## config.mk

```make
export PLATFORM = sky130hd
export DESIGN_NAME = msrv32_mtimer_flat
export DESIGN_NICKNAME = d
export VERILOG_FILES = /design/src/rtl/msrv32_mtimer_pkg.sv /design/src/rtl/msrv32_mtimer_if.sv /design/src/rtl/msrv32_mtimer_prescaler.sv /design/src/rtl/msrv32_mtimer.sv /design/src/flat_wrapper.sv
export SDC_FILE = /design/constraint.sdc
export NUM_CORES = 1
export LEC_CHECK = 0
export ABC_AREA = 1
export BUFFER_PORTS_ARGS = -buffer_cell sky130_fd_sc_hd__buf_2
export CAP_MARGIN = 20
export CELL_PAD_IN_SITES_DETAIL_PLACEMENT = 1
export CELL_PAD_IN_SITES_GLOBAL_PLACEMENT = 2
export CORE_MARGIN = 2
export CORE_UTILIZATION = 32
export DETAILED_ROUTE_END_ITERATION = 7
export PLACE_DENSITY = 0.93
export SLEW_MARGIN = 30
export SYNTH_ARGS = -nofsm -noshare
export SYNTH_HDL_FRONTEND = slang
export SYNTH_SLANG_ARGS = --single-unit
```

## constraint.sdc

```tcl
create_clock -name ms_riscv32_mp_clk_in -period 2.78 [get_ports ms_riscv32_mp_clk_in]
set_input_delay 0.834 -clock ms_riscv32_mp_clk_in [delete_from_list [all_inputs] [get_ports ms_riscv32_mp_clk_in]]
set_output_delay 0.834 -clock ms_riscv32_mp_clk_in [all_outputs]
set_load 0.02 [all_outputs]
```

## src/rtl/msrv32_mtimer_pkg.sv

```systemverilog
// msrv32_mtimer_pkg: register offsets, CTRL layout and helpers shared by the machine timer
package msrv32_mtimer_pkg;
  localparam logic [2:0] MTIMER_MTIME_LO    = 3'd0;
  localparam logic [2:0] MTIMER_MTIME_HI    = 3'd1;
  localparam logic [2:0] MTIMER_MTIMECMP_LO = 3'd2;
  localparam logic [2:0] MTIMER_MTIMECMP_HI = 3'd3;
  localparam logic [2:0] MTIMER_CTRL        = 3'd4;
  localparam int CTRL_EN_BIT  = 0;
  localparam int CTRL_DIV_LSB = 8;
  localparam logic [63:0] MTIMECMP_RST = 64'hFFFF_FFFF_FFFF_FFFF;
  function automatic logic [31:0] byte_merge(input logic [31:0] old_v, input logic [31:0] new_v, input logic [3:0] mask);
    logic [31:0] m;
    m = {{8{mask[3]}}, {8{mask[2]}}, {8{mask[1]}}, {8{mask[0]}}};
    return (new_v & m) | (old_v & ~m);
  endfunction
endpackage

```

## src/rtl/msrv32_mtimer_if.sv

```systemverilog
// msrv32_mtimer_if: core data-memory port as seen by the machine timer
interface msrv32_mtimer_if;
  logic [31:0] ms_riscv32_mp_dmaddr_in;
  logic [31:0] ms_riscv32_mp_dmdata_in;
  logic        ms_riscv32_mp_dmwr_req_in;
  logic [3:0]  ms_riscv32_mp_dmwr_mask_in;
  logic        ms_riscv32_mp_dmrd_req_in;
  logic        mtimer_sel_out;
  logic [31:0] mtimer_rdata_out;
  modport master (
    output ms_riscv32_mp_dmaddr_in, ms_riscv32_mp_dmdata_in, ms_riscv32_mp_dmwr_req_in,
           ms_riscv32_mp_dmwr_mask_in, ms_riscv32_mp_dmrd_req_in,
    input  mtimer_sel_out, mtimer_rdata_out
  );
  modport slave (
    input  ms_riscv32_mp_dmaddr_in, ms_riscv32_mp_dmdata_in, ms_riscv32_mp_dmwr_req_in,
           ms_riscv32_mp_dmwr_mask_in, ms_riscv32_mp_dmrd_req_in,
    output mtimer_sel_out, mtimer_rdata_out
  );
endinterface

```

## src/rtl/msrv32_mtimer_prescaler.sv

```systemverilog
// msrv32_mtimer_prescaler: one-cycle tick every DIV+1 enabled cycles; counter holds while disabled
module msrv32_mtimer_prescaler #(
  parameter int PRESCALE_W = 8
) (
  input  logic                  clk_i,
  input  logic                  rst_i,
  input  logic                  en_i,
  input  logic [PRESCALE_W-1:0] div_i,
  output logic                  tick_o
);
  logic [PRESCALE_W-1:0] cnt_q, cnt_d;
  assign tick_o = en_i && (cnt_q == div_i);
  assign cnt_d  = !en_i ? cnt_q : tick_o ? '0 : cnt_q + 1'b1;
  // divisor counter
  always_ff @(posedge clk_i) begin
    if (rst_i) cnt_q <= '0;
    else cnt_q <= cnt_d;
  end
endmodule

```

## src/rtl/msrv32_mtimer.sv

```systemverilog
// msrv32_mtimer: RISC-V mtime/mtimecmp timer on the data-memory port; prescaler built only with MSRV32_MTIMER_PRESCALER_EN
module msrv32_mtimer
  import msrv32_mtimer_pkg::*;
#(
  parameter logic [31:0] BASE_ADDR  = 32'h0200_4000,
  parameter int          PRESCALE_W = 8
) (
  input  logic               ms_riscv32_mp_clk_in,
  input  logic               ms_riscv32_mp_rst_in,
  msrv32_mtimer_if.slave     bus,
  output logic [63:0]        ms_riscv32_mp_rc_out,
  output logic               ms_riscv32_mp_tirq_out
);
  logic        hit, wr, rd, tick;
  logic [2:0]  off;
  logic        wr_mlo, wr_mhi, wr_clo, wr_chi, wr_ctrl;
  logic [63:0] mtime_q, mtime_d, mtimecmp_q, mtimecmp_d;
  logic [31:0] shadow_q, shadow_d, rdata_q, rdata_d;
  logic [31:0] ctrl_rd, ctrl_new, mlo_new, mhi_new, clo_new, chi_new, rmux;
  logic        en_q, en_d, tirq_q, tirq_d;
  logic        unused_ok;

  assign hit     = bus.ms_riscv32_mp_dmaddr_in[31:5] == BASE_ADDR[31:5];
  assign off     = bus.ms_riscv32_mp_dmaddr_in[4:2];
  assign wr      = hit && bus.ms_riscv32_mp_dmwr_req_in;
  assign rd      = hit && bus.ms_riscv32_mp_dmrd_req_in;
  assign wr_mlo  = wr && off == MTIMER_MTIME_LO;
  assign wr_mhi  = wr && off == MTIMER_MTIME_HI;
  assign wr_clo  = wr && off == MTIMER_MTIMECMP_LO;
  assign wr_chi  = wr && off == MTIMER_MTIMECMP_HI;
  assign wr_ctrl = wr && off == MTIMER_CTRL;

  assign mlo_new  = byte_merge(mtime_q[31:0], bus.ms_riscv32_mp_dmdata_in, bus.ms_riscv32_mp_dmwr_mask_in);
  assign mhi_new  = byte_merge(mtime_q[63:32], bus.ms_riscv32_mp_dmdata_in, bus.ms_riscv32_mp_dmwr_mask_in);
  assign clo_new  = byte_merge(mtimecmp_q[31:0], bus.ms_riscv32_mp_dmdata_in, bus.ms_riscv32_mp_dmwr_mask_in);
  assign chi_new  = byte_merge(mtimecmp_q[63:32], bus.ms_riscv32_mp_dmdata_in, bus.ms_riscv32_mp_dmwr_mask_in);
  assign ctrl_new = byte_merge(ctrl_rd, bus.ms_riscv32_mp_dmdata_in, bus.ms_riscv32_mp_dmwr_mask_in);

`ifdef MSRV32_MTIMER_PRESCALER_EN
  logic [PRESCALE_W-1:0] div_q, div_d;
  assign ctrl_rd   = 32'(en_q) | (32'(div_q) << CTRL_DIV_LSB);
  assign div_d     = wr_ctrl ? ctrl_new[CTRL_DIV_LSB +: PRESCALE_W] : div_q;
  assign unused_ok = ^{bus.ms_riscv32_mp_dmaddr_in[1:0], ctrl_new};
  msrv32_mtimer_prescaler #(.PRESCALE_W(PRESCALE_W)) u_prescaler (
    .clk_i  (ms_riscv32_mp_clk_in),
    .rst_i  (ms_riscv32_mp_rst_in),
    .en_i   (en_q),
    .div_i  (div_q),
    .tick_o (tick)
  );
  // divisor field of CTRL
  always_ff @(posedge ms_riscv32_mp_clk_in) begin
    if (ms_riscv32_mp_rst_in) div_q <= '0;
    else div_q <= div_d;
  end
`else
  assign ctrl_rd   = 32'(en_q);
  assign tick      = en_q;
  assign unused_ok = ^{bus.ms_riscv32_mp_dmaddr_in[1:0], ctrl_new, PRESCALE_W[0]};
`endif

  // a write to either mtime half owns the whole counter that cycle, so no tick is applied
  always_comb begin
    mtime_d    = (wr_mlo || wr_mhi) ? {wr_mhi ? mhi_new : mtime_q[63:32], wr_mlo ? mlo_new : mtime_q[31:0]}
                                    : tick ? mtime_q + 64'd1 : mtime_q;
    mtimecmp_d = {wr_chi ? chi_new : mtimecmp_q[63:32], wr_clo ? clo_new : mtimecmp_q[31:0]};
    shadow_d   = wr_mhi ? mhi_new : (rd && off == MTIMER_MTIME_LO) ? mtime_q[63:32] : shadow_q;
    en_d       = wr_ctrl ? ctrl_new[CTRL_EN_BIT] : en_q;
    rmux       = off == MTIMER_MTIME_LO    ? mtime_q[31:0]     :
                 off == MTIMER_MTIME_HI    ? shadow_q          :
                 off == MTIMER_MTIMECMP_LO ? mtimecmp_q[31:0]  :
                 off == MTIMER_MTIMECMP_HI ? mtimecmp_q[63:32] :
                 off == MTIMER_CTRL        ? ctrl_rd           : '0;
    rdata_d    = rd ? rmux : rdata_q;
    tirq_d     = mtime_q >= mtimecmp_q;
  end

  // timer state, read data and interrupt registers
  always_ff @(posedge ms_riscv32_mp_clk_in) begin
    if (ms_riscv32_mp_rst_in) begin
      mtime_q    <= '0;
      mtimecmp_q <= MTIMECMP_RST;
      shadow_q   <= '0;
      en_q       <= 1'b1;
      rdata_q    <= '0;
      tirq_q     <= 1'b0;
    end else begin
      mtime_q    <= mtime_d;
      mtimecmp_q <= mtimecmp_d;
      shadow_q   <= shadow_d;
      en_q       <= en_d;
      rdata_q    <= rdata_d;
      tirq_q     <= tirq_d;
    end
  end

  assign bus.mtimer_sel_out   = hit;
  assign bus.mtimer_rdata_out = rdata_q;
  assign ms_riscv32_mp_rc_out   = mtime_q;
  assign ms_riscv32_mp_tirq_out = tirq_q;
endmodule

```

## src/flat_wrapper.sv

```systemverilog
// flat-port wrapper written by rule: the top's interface ports become plain ports
module msrv32_mtimer_flat import msrv32_mtimer_pkg::*;
#(
  parameter logic [31:0] BASE_ADDR  = 32'h0200_4000,
  parameter int          PRESCALE_W = 8
)
  (ms_riscv32_mp_clk_in, ms_riscv32_mp_rst_in, ms_riscv32_mp_rc_out, ms_riscv32_mp_tirq_out, bus_ms_riscv32_mp_dmaddr_in, bus_ms_riscv32_mp_dmdata_in, bus_ms_riscv32_mp_dmwr_req_in, bus_ms_riscv32_mp_dmwr_mask_in, bus_ms_riscv32_mp_dmrd_req_in, bus_mtimer_sel_out, bus_mtimer_rdata_out);
  msrv32_mtimer_if bus_i ();
  input  logic ms_riscv32_mp_clk_in;
  input  logic ms_riscv32_mp_rst_in;
  output logic [63:0] ms_riscv32_mp_rc_out;
  output logic ms_riscv32_mp_tirq_out;
  input wire logic [$bits(bus_i.ms_riscv32_mp_dmaddr_in)-1:0] bus_ms_riscv32_mp_dmaddr_in;
  input wire logic [$bits(bus_i.ms_riscv32_mp_dmdata_in)-1:0] bus_ms_riscv32_mp_dmdata_in;
  input wire logic [$bits(bus_i.ms_riscv32_mp_dmwr_req_in)-1:0] bus_ms_riscv32_mp_dmwr_req_in;
  input wire logic [$bits(bus_i.ms_riscv32_mp_dmwr_mask_in)-1:0] bus_ms_riscv32_mp_dmwr_mask_in;
  input wire logic [$bits(bus_i.ms_riscv32_mp_dmrd_req_in)-1:0] bus_ms_riscv32_mp_dmrd_req_in;
  output wire logic [$bits(bus_i.mtimer_sel_out)-1:0] bus_mtimer_sel_out;
  output wire logic [$bits(bus_i.mtimer_rdata_out)-1:0] bus_mtimer_rdata_out;
  assign bus_i.ms_riscv32_mp_dmaddr_in = bus_ms_riscv32_mp_dmaddr_in;
  assign bus_i.ms_riscv32_mp_dmdata_in = bus_ms_riscv32_mp_dmdata_in;
  assign bus_i.ms_riscv32_mp_dmwr_req_in = bus_ms_riscv32_mp_dmwr_req_in;
  assign bus_i.ms_riscv32_mp_dmwr_mask_in = bus_ms_riscv32_mp_dmwr_mask_in;
  assign bus_i.ms_riscv32_mp_dmrd_req_in = bus_ms_riscv32_mp_dmrd_req_in;
  assign bus_mtimer_sel_out = bus_i.mtimer_sel_out;
  assign bus_mtimer_rdata_out = bus_i.mtimer_rdata_out;
  msrv32_mtimer #(.BASE_ADDR(BASE_ADDR), .PRESCALE_W(PRESCALE_W)) u_core (.ms_riscv32_mp_clk_in(ms_riscv32_mp_clk_in), .ms_riscv32_mp_rst_in(ms_riscv32_mp_rst_in), .bus(bus_i), .ms_riscv32_mp_rc_out(ms_riscv32_mp_rc_out), .ms_riscv32_mp_tirq_out(ms_riscv32_mp_tirq_out));
endmodule
```

### Yosys cells after proc, flatten, opt, wreduce, memory -nomap -nowiden

Index checks and enable logic that the tools add are counted.

| storage, ports and cells | value |
|---|---|
| input bits | 72 |
| word-level logic and storage cells | 54 |
| bits in registers | 194 |
| output and inout bits | 98 |

| cells by class | value |
|---|---|
| muxes and demuxes | 11 |
| $lt $le $gt $ge | 1 |
| bitwise operators | 12 |
| equal/unequal tests | 7 |
| reductions and logical operators | 14 |
| $add $sub $neg | 1 |

Operators by type and width:

| kind | count |
|---|---|
| $mux 32 | 8 |
| $and 32x32->32 | 5 |
| $mux 64 | 2 |
| $or 32x32->32 | 4 |
| $add 64x1->64 const B | 1 |
| $ge 64x64->1 | 1 |
| $not 32->32 | 1 |
| $eq 27x21->1 const B | 1 |
| $logic_and 1x1->1 | 8 |
| $eq 3x2->1 const B | 2 |
| $ne 2x1->1 const B | 2 |
| $reduce_and 2->1 | 2 |
| $reduce_bool 2->1 | 2 |
| $eq 3x1->1 const B | 1 |
| $eq 3x3->1 const B | 1 |
| $logic_not 3->1 | 1 |
| $and 1x1->1 | 1 |
| $logic_or 1x1->1 | 1 |
| $mux 1 | 1 |
| $or 1x1->1 | 1 |

### Logic depth before layout (Yosys ltp)

| logic depth | value |
|---|---|
| depth in word-level cells | 6 |
| gate-level depth with buffers | 16 |
| mapped depth without buffers | 15 |

### Least setup slack after synthesis

Ideal clock, no wire load.

| timing path | value |
|---|---|
| kind | input port to output port |
| start | in bus_ms_riscv32_mp_dmaddr_in[27] |
| end | out bus_mtimer_sel_out |
| path slack | 0.198 ns |
| stages on the path | 7 |
| required time | 1.946 ns |
| path buffers | 2 |
| data arrival time | 1.748 ns |
| cells stage by stage | inv_1 > nand2_1 > nor2_1 > nand3_1 > nor2_4 > buf_2 > buf_2 |

| between the ends | value |
|---|---|
| word-level cells in the longest chain between the ends | 1 |

RTL lines:

| element | RTL line | source |
|---|---|---|
| start: declaration | flat_wrapper.sv:13 | `input wire logic [$bits(bus_i.ms_riscv32_mp_dmaddr_in)-1:0] bus_ms_riscv32_mp_dmaddr_in;` |
| $eq 27x21->1 | msrv32_mtimer.sv:23 | `assign hit = bus.ms_riscv32_mp_dmaddr_in[31:5] == BASE_ADDR[31:5];` |
| end: declaration | flat_wrapper.sv:18 | `output wire logic [$bits(bus_i.mtimer_sel_out)-1:0] bus_mtimer_sel_out;` |

No other way between the ends.

### Final worst setup path

| timing path | value |
|---|---|
| start | in bus_ms_riscv32_mp_dmaddr_in[29] |
| end | out bus_mtimer_sel_out |

Same word-level chain as after synthesis.

==> results_dict.tcl <==
set metrics [dict create \
    postCtsSetupBuffers 0 \
    grt_usage_pct 28.7 \
    final_max_tran_viols 0 \
    ws_path_type "in -> out" \
    placeableCoreArea_um2 39500 \
    startpoint_type "input port" \
    h-tree-depth 4 \
    route.vias.total 15000 \
    report.power.total_mw 5.84 \
    fin_hold_ws_ns 0.490 \
    drt_iter0_markers 1297 \
    synth.cell_area_um2 12800 \
    relSlewSlack_pct 58.2 \
    drt_wl_total_um 59100 \
    critical_path_arrival_ns 1.72 \
    antenna_found_initial 0 \
    die-area_um2 41500 \
    floorplan.initialDensity_pct 32.3 \
    wl_per_cell_um 21.4 \
    dp_worst_setup_slack_ns -0.111 \
    fin_util_pct 39.0 \
    clk_path_buf_depth 2 \
    final_period_utilization_pct 91.7 \
    pin_count 170 \
    synth_warnings 0 \
    finalHoldViolCount 0 \
    maxClockFrequency_mhz 392 \
    p_per_area_nw_per_um2 378 \
    cts.sinks 194 \
    final_cell_count_no_fill 2755 \
    placed_cells_incl_taps 2723 \
    drive_gt1_share_pct 15.4 \
    post_cts_sizing 0 \
    port_buffers 167 \
    timing.setup.tns_ns 0 \
    clk_pin_slew_worst_paths_ns 0.07 \
    measured_slew_at_the_worst_slew_check_pin_ns 0.625 \
    cellLeakagePower_nw 7.44 \
    holdBufCountCts 0 \
    finish.net_count 2354 \
    fraction_of_the_mapped_netlist_area_in_adder_cells_pct 6.38 \
    design_area_um2 15400 \
    yosys.area_share.xor_xnor_pct 2.47 \
    min_period_ns 2.55 \
    synth_fp_nets 2152 \
    post-synth-top-area-fraction_pct 30.4 \
    clock_skew_ns 0.0168 \
    status "complete, no violations" \
    cts.root.buffer_cell "sky130_fd_sc_hd__clkbuf_16" \
    yosysUniqueCellTypes 41 \
    rows 73 \
    detail_route.vias_per_cell 5.44 \
    number_of_standard_cells_after_synthesis 2015 \
    worstPathRequired_ns 1.95 \
    rsz0062_at_grt "false" \
    netlist_top_cells_area "sky130_fd_sc_hd__dfxtp_1, sky130_fd_sc_hd__nand2_1, sky130_fd_sc_hd__nor2_1, sky130_fd_sc_hd__a21oi_1, sky130_fd_sc_hd__ha_1" \
    numCtsBuffers 17 \
    globalRoute.totalOverflow 0 \
    insertion_delay_ns 0.47 \
    dieHeight_um 204 \
    die_x_um 204 \
    detailed_router_iteration_count_before_antenna_repair 6 \
    num_antenna_cells 0 \
    setup.worst_path.end_class "output port" \
    routabilityCongestion 0.981 \
    min-delay-path-class "reg -> reg" \
    finalSetupViolations 0 \
    crit_path_max_fanout 6 \
    synth-seq-area-share_pct 30.4 \
    worst_path_setup_slack_after_routing_ns 0.229 \
    synth-compound-area-share_pct 20.9 \
    number_of_remaining_drc_errors 0 \
    synth_simple_gate_area_share_pct 31.1 \
    cap_violations 0 \
    postSynthRegisterBits 194 \
    layout-area-overhead-vs-synth_pct 21.0 \
    detail-route-antenna-nets 0 \
    irDropWorstVdd_mv 0.445 \
    first_pass_grt_wire_length_um 90300 \
    dominant_combinational_cell_family_by_area_after_synthesis "simple AND/OR/NAND/NOR gates" \
    cts_tree "built" \
    syn-mean-instance-area_um2 6.33 \
    yosysTopAreaCell "sky130_fd_sc_hd__dfxtp_1" \
    detailedPlacementHpwl_um 45400 \
    instance_area_after_placement_um2 14800 \
    first_global_vias 15200 \
    muxShareOfSynthArea_pct 0 \
    grt_start_max_net_pins 73 \
]
## Yosys cell counts (all sizes together)
master,n
nand3b,1
a211oi,9
a21oi,166
a21boi,2
o2111ai,25
nand3,86
nor3b,1
o22ai,33
o21bai,1
inv,189
ha,65
a31oi,1
and2,3
nor3,9
o21ai,145
or2,9
o21a,4
a221oi,1
dfxtp,194
clkbuf,56
xnor2,5
nand2,571
xor2,31
a21o,1
buf,35
nor2,283
nand4,21
o211ai,68
## where the power goes
part	switching (mW)	total (mW)	internal, mW
registers	0.00681	2.79	2.78
clock network	1.28	2.66	1.38
logic	0.278	0.394	0.116
total	1.56	5.84	4.28
## final cells by class
type | instances | area, um2
inverters | 189 | 712
clock inverters | 14 | 166
fillers | 5222 | 24100
multi-input cells | 1541 | 7760
flip-flops and latches | 194 | 3880
repair buffers | 274 | 1830
well taps | 525 | 657
clock buffers | 18 | 439
## worst paths after layout
| path | slack (ns) | from | end | depth (start not counted) |
|---|---|---|---|---|
| hold / removal | 0.49 | u_core.shadow_q[3]$_SDFFE_PP0P_ | u_core.shadow_q[3]$_SDFFE_PP0P_ | 2 |
| setup / recovery | 0.23 | bus_ms_riscv32_mp_dmaddr_in[29] | bus_mtimer_sel_out | 7 |
| hold reg to reg | 0.49 | u_core.shadow_q[3]$_SDFFE_PP0P_ | u_core.shadow_q[3]$_SDFFE_PP0P_ | 2 |
| setup reg to reg | 0.26 | flop | u_core.ms_riscv32_mp_rc_out[55]$_SDFFE_PP0P_ | 12 |
## layer usage
layer	vias to the layer above	GRT usage [%]	share of wire, %	routed length (um)
met5	-	0	0	0
met4	0	12.3	4.0	2380
met1	7346	37.6	45	26400
met2	466	46.8	46	27500
met3	116	4.22	4.8	2850
li1	7052	-	-	-
## kinds of logic (layout without fill, tap and decap cells)
family,Yosys count,after routing
buffers and inverters,280,495
AOI/OAI and AO/OA,456,456
and+or+nand+nor,984,984
adders and majority gates,65,65
DFF,194,194
xor gates and xnor gates,36,36
## placed cells by master, fill, tap and decap left out, types with 67 or more instances in the layout
cell type                  count
sky130_fd_sc_hd__inv_1       178
sky130_fd_sc_hd__nor2_1      275
sky130_fd_sc_hd__buf_2       167
sky130_fd_sc_hd__nand2_1     567
sky130_fd_sc_hd__a21oi_1     165
sky130_fd_sc_hd__o211ai_1     67
sky130_fd_sc_hd__o21ai_0     144
sky130_fd_sc_hd__buf_4        92
sky130_fd_sc_hd__nand3_1      85
sky130_fd_sc_hd__dfxtp_1     194
## worst max-delay path: stages
cell	delay (ns)
sky130_fd_sc_hd__buf_2	0.11
sky130_fd_sc_hd__inv_2	0.05
sky130_fd_sc_hd__nand2_1	0.04
sky130_fd_sc_hd__nor2_1	0.11
sky130_fd_sc_hd__nand3_1	0.13
sky130_fd_sc_hd__nor2_4	0.23
sky130_fd_sc_hd__buf_2	0.21
No activity file was read; power rests on OpenSTA's default activity.
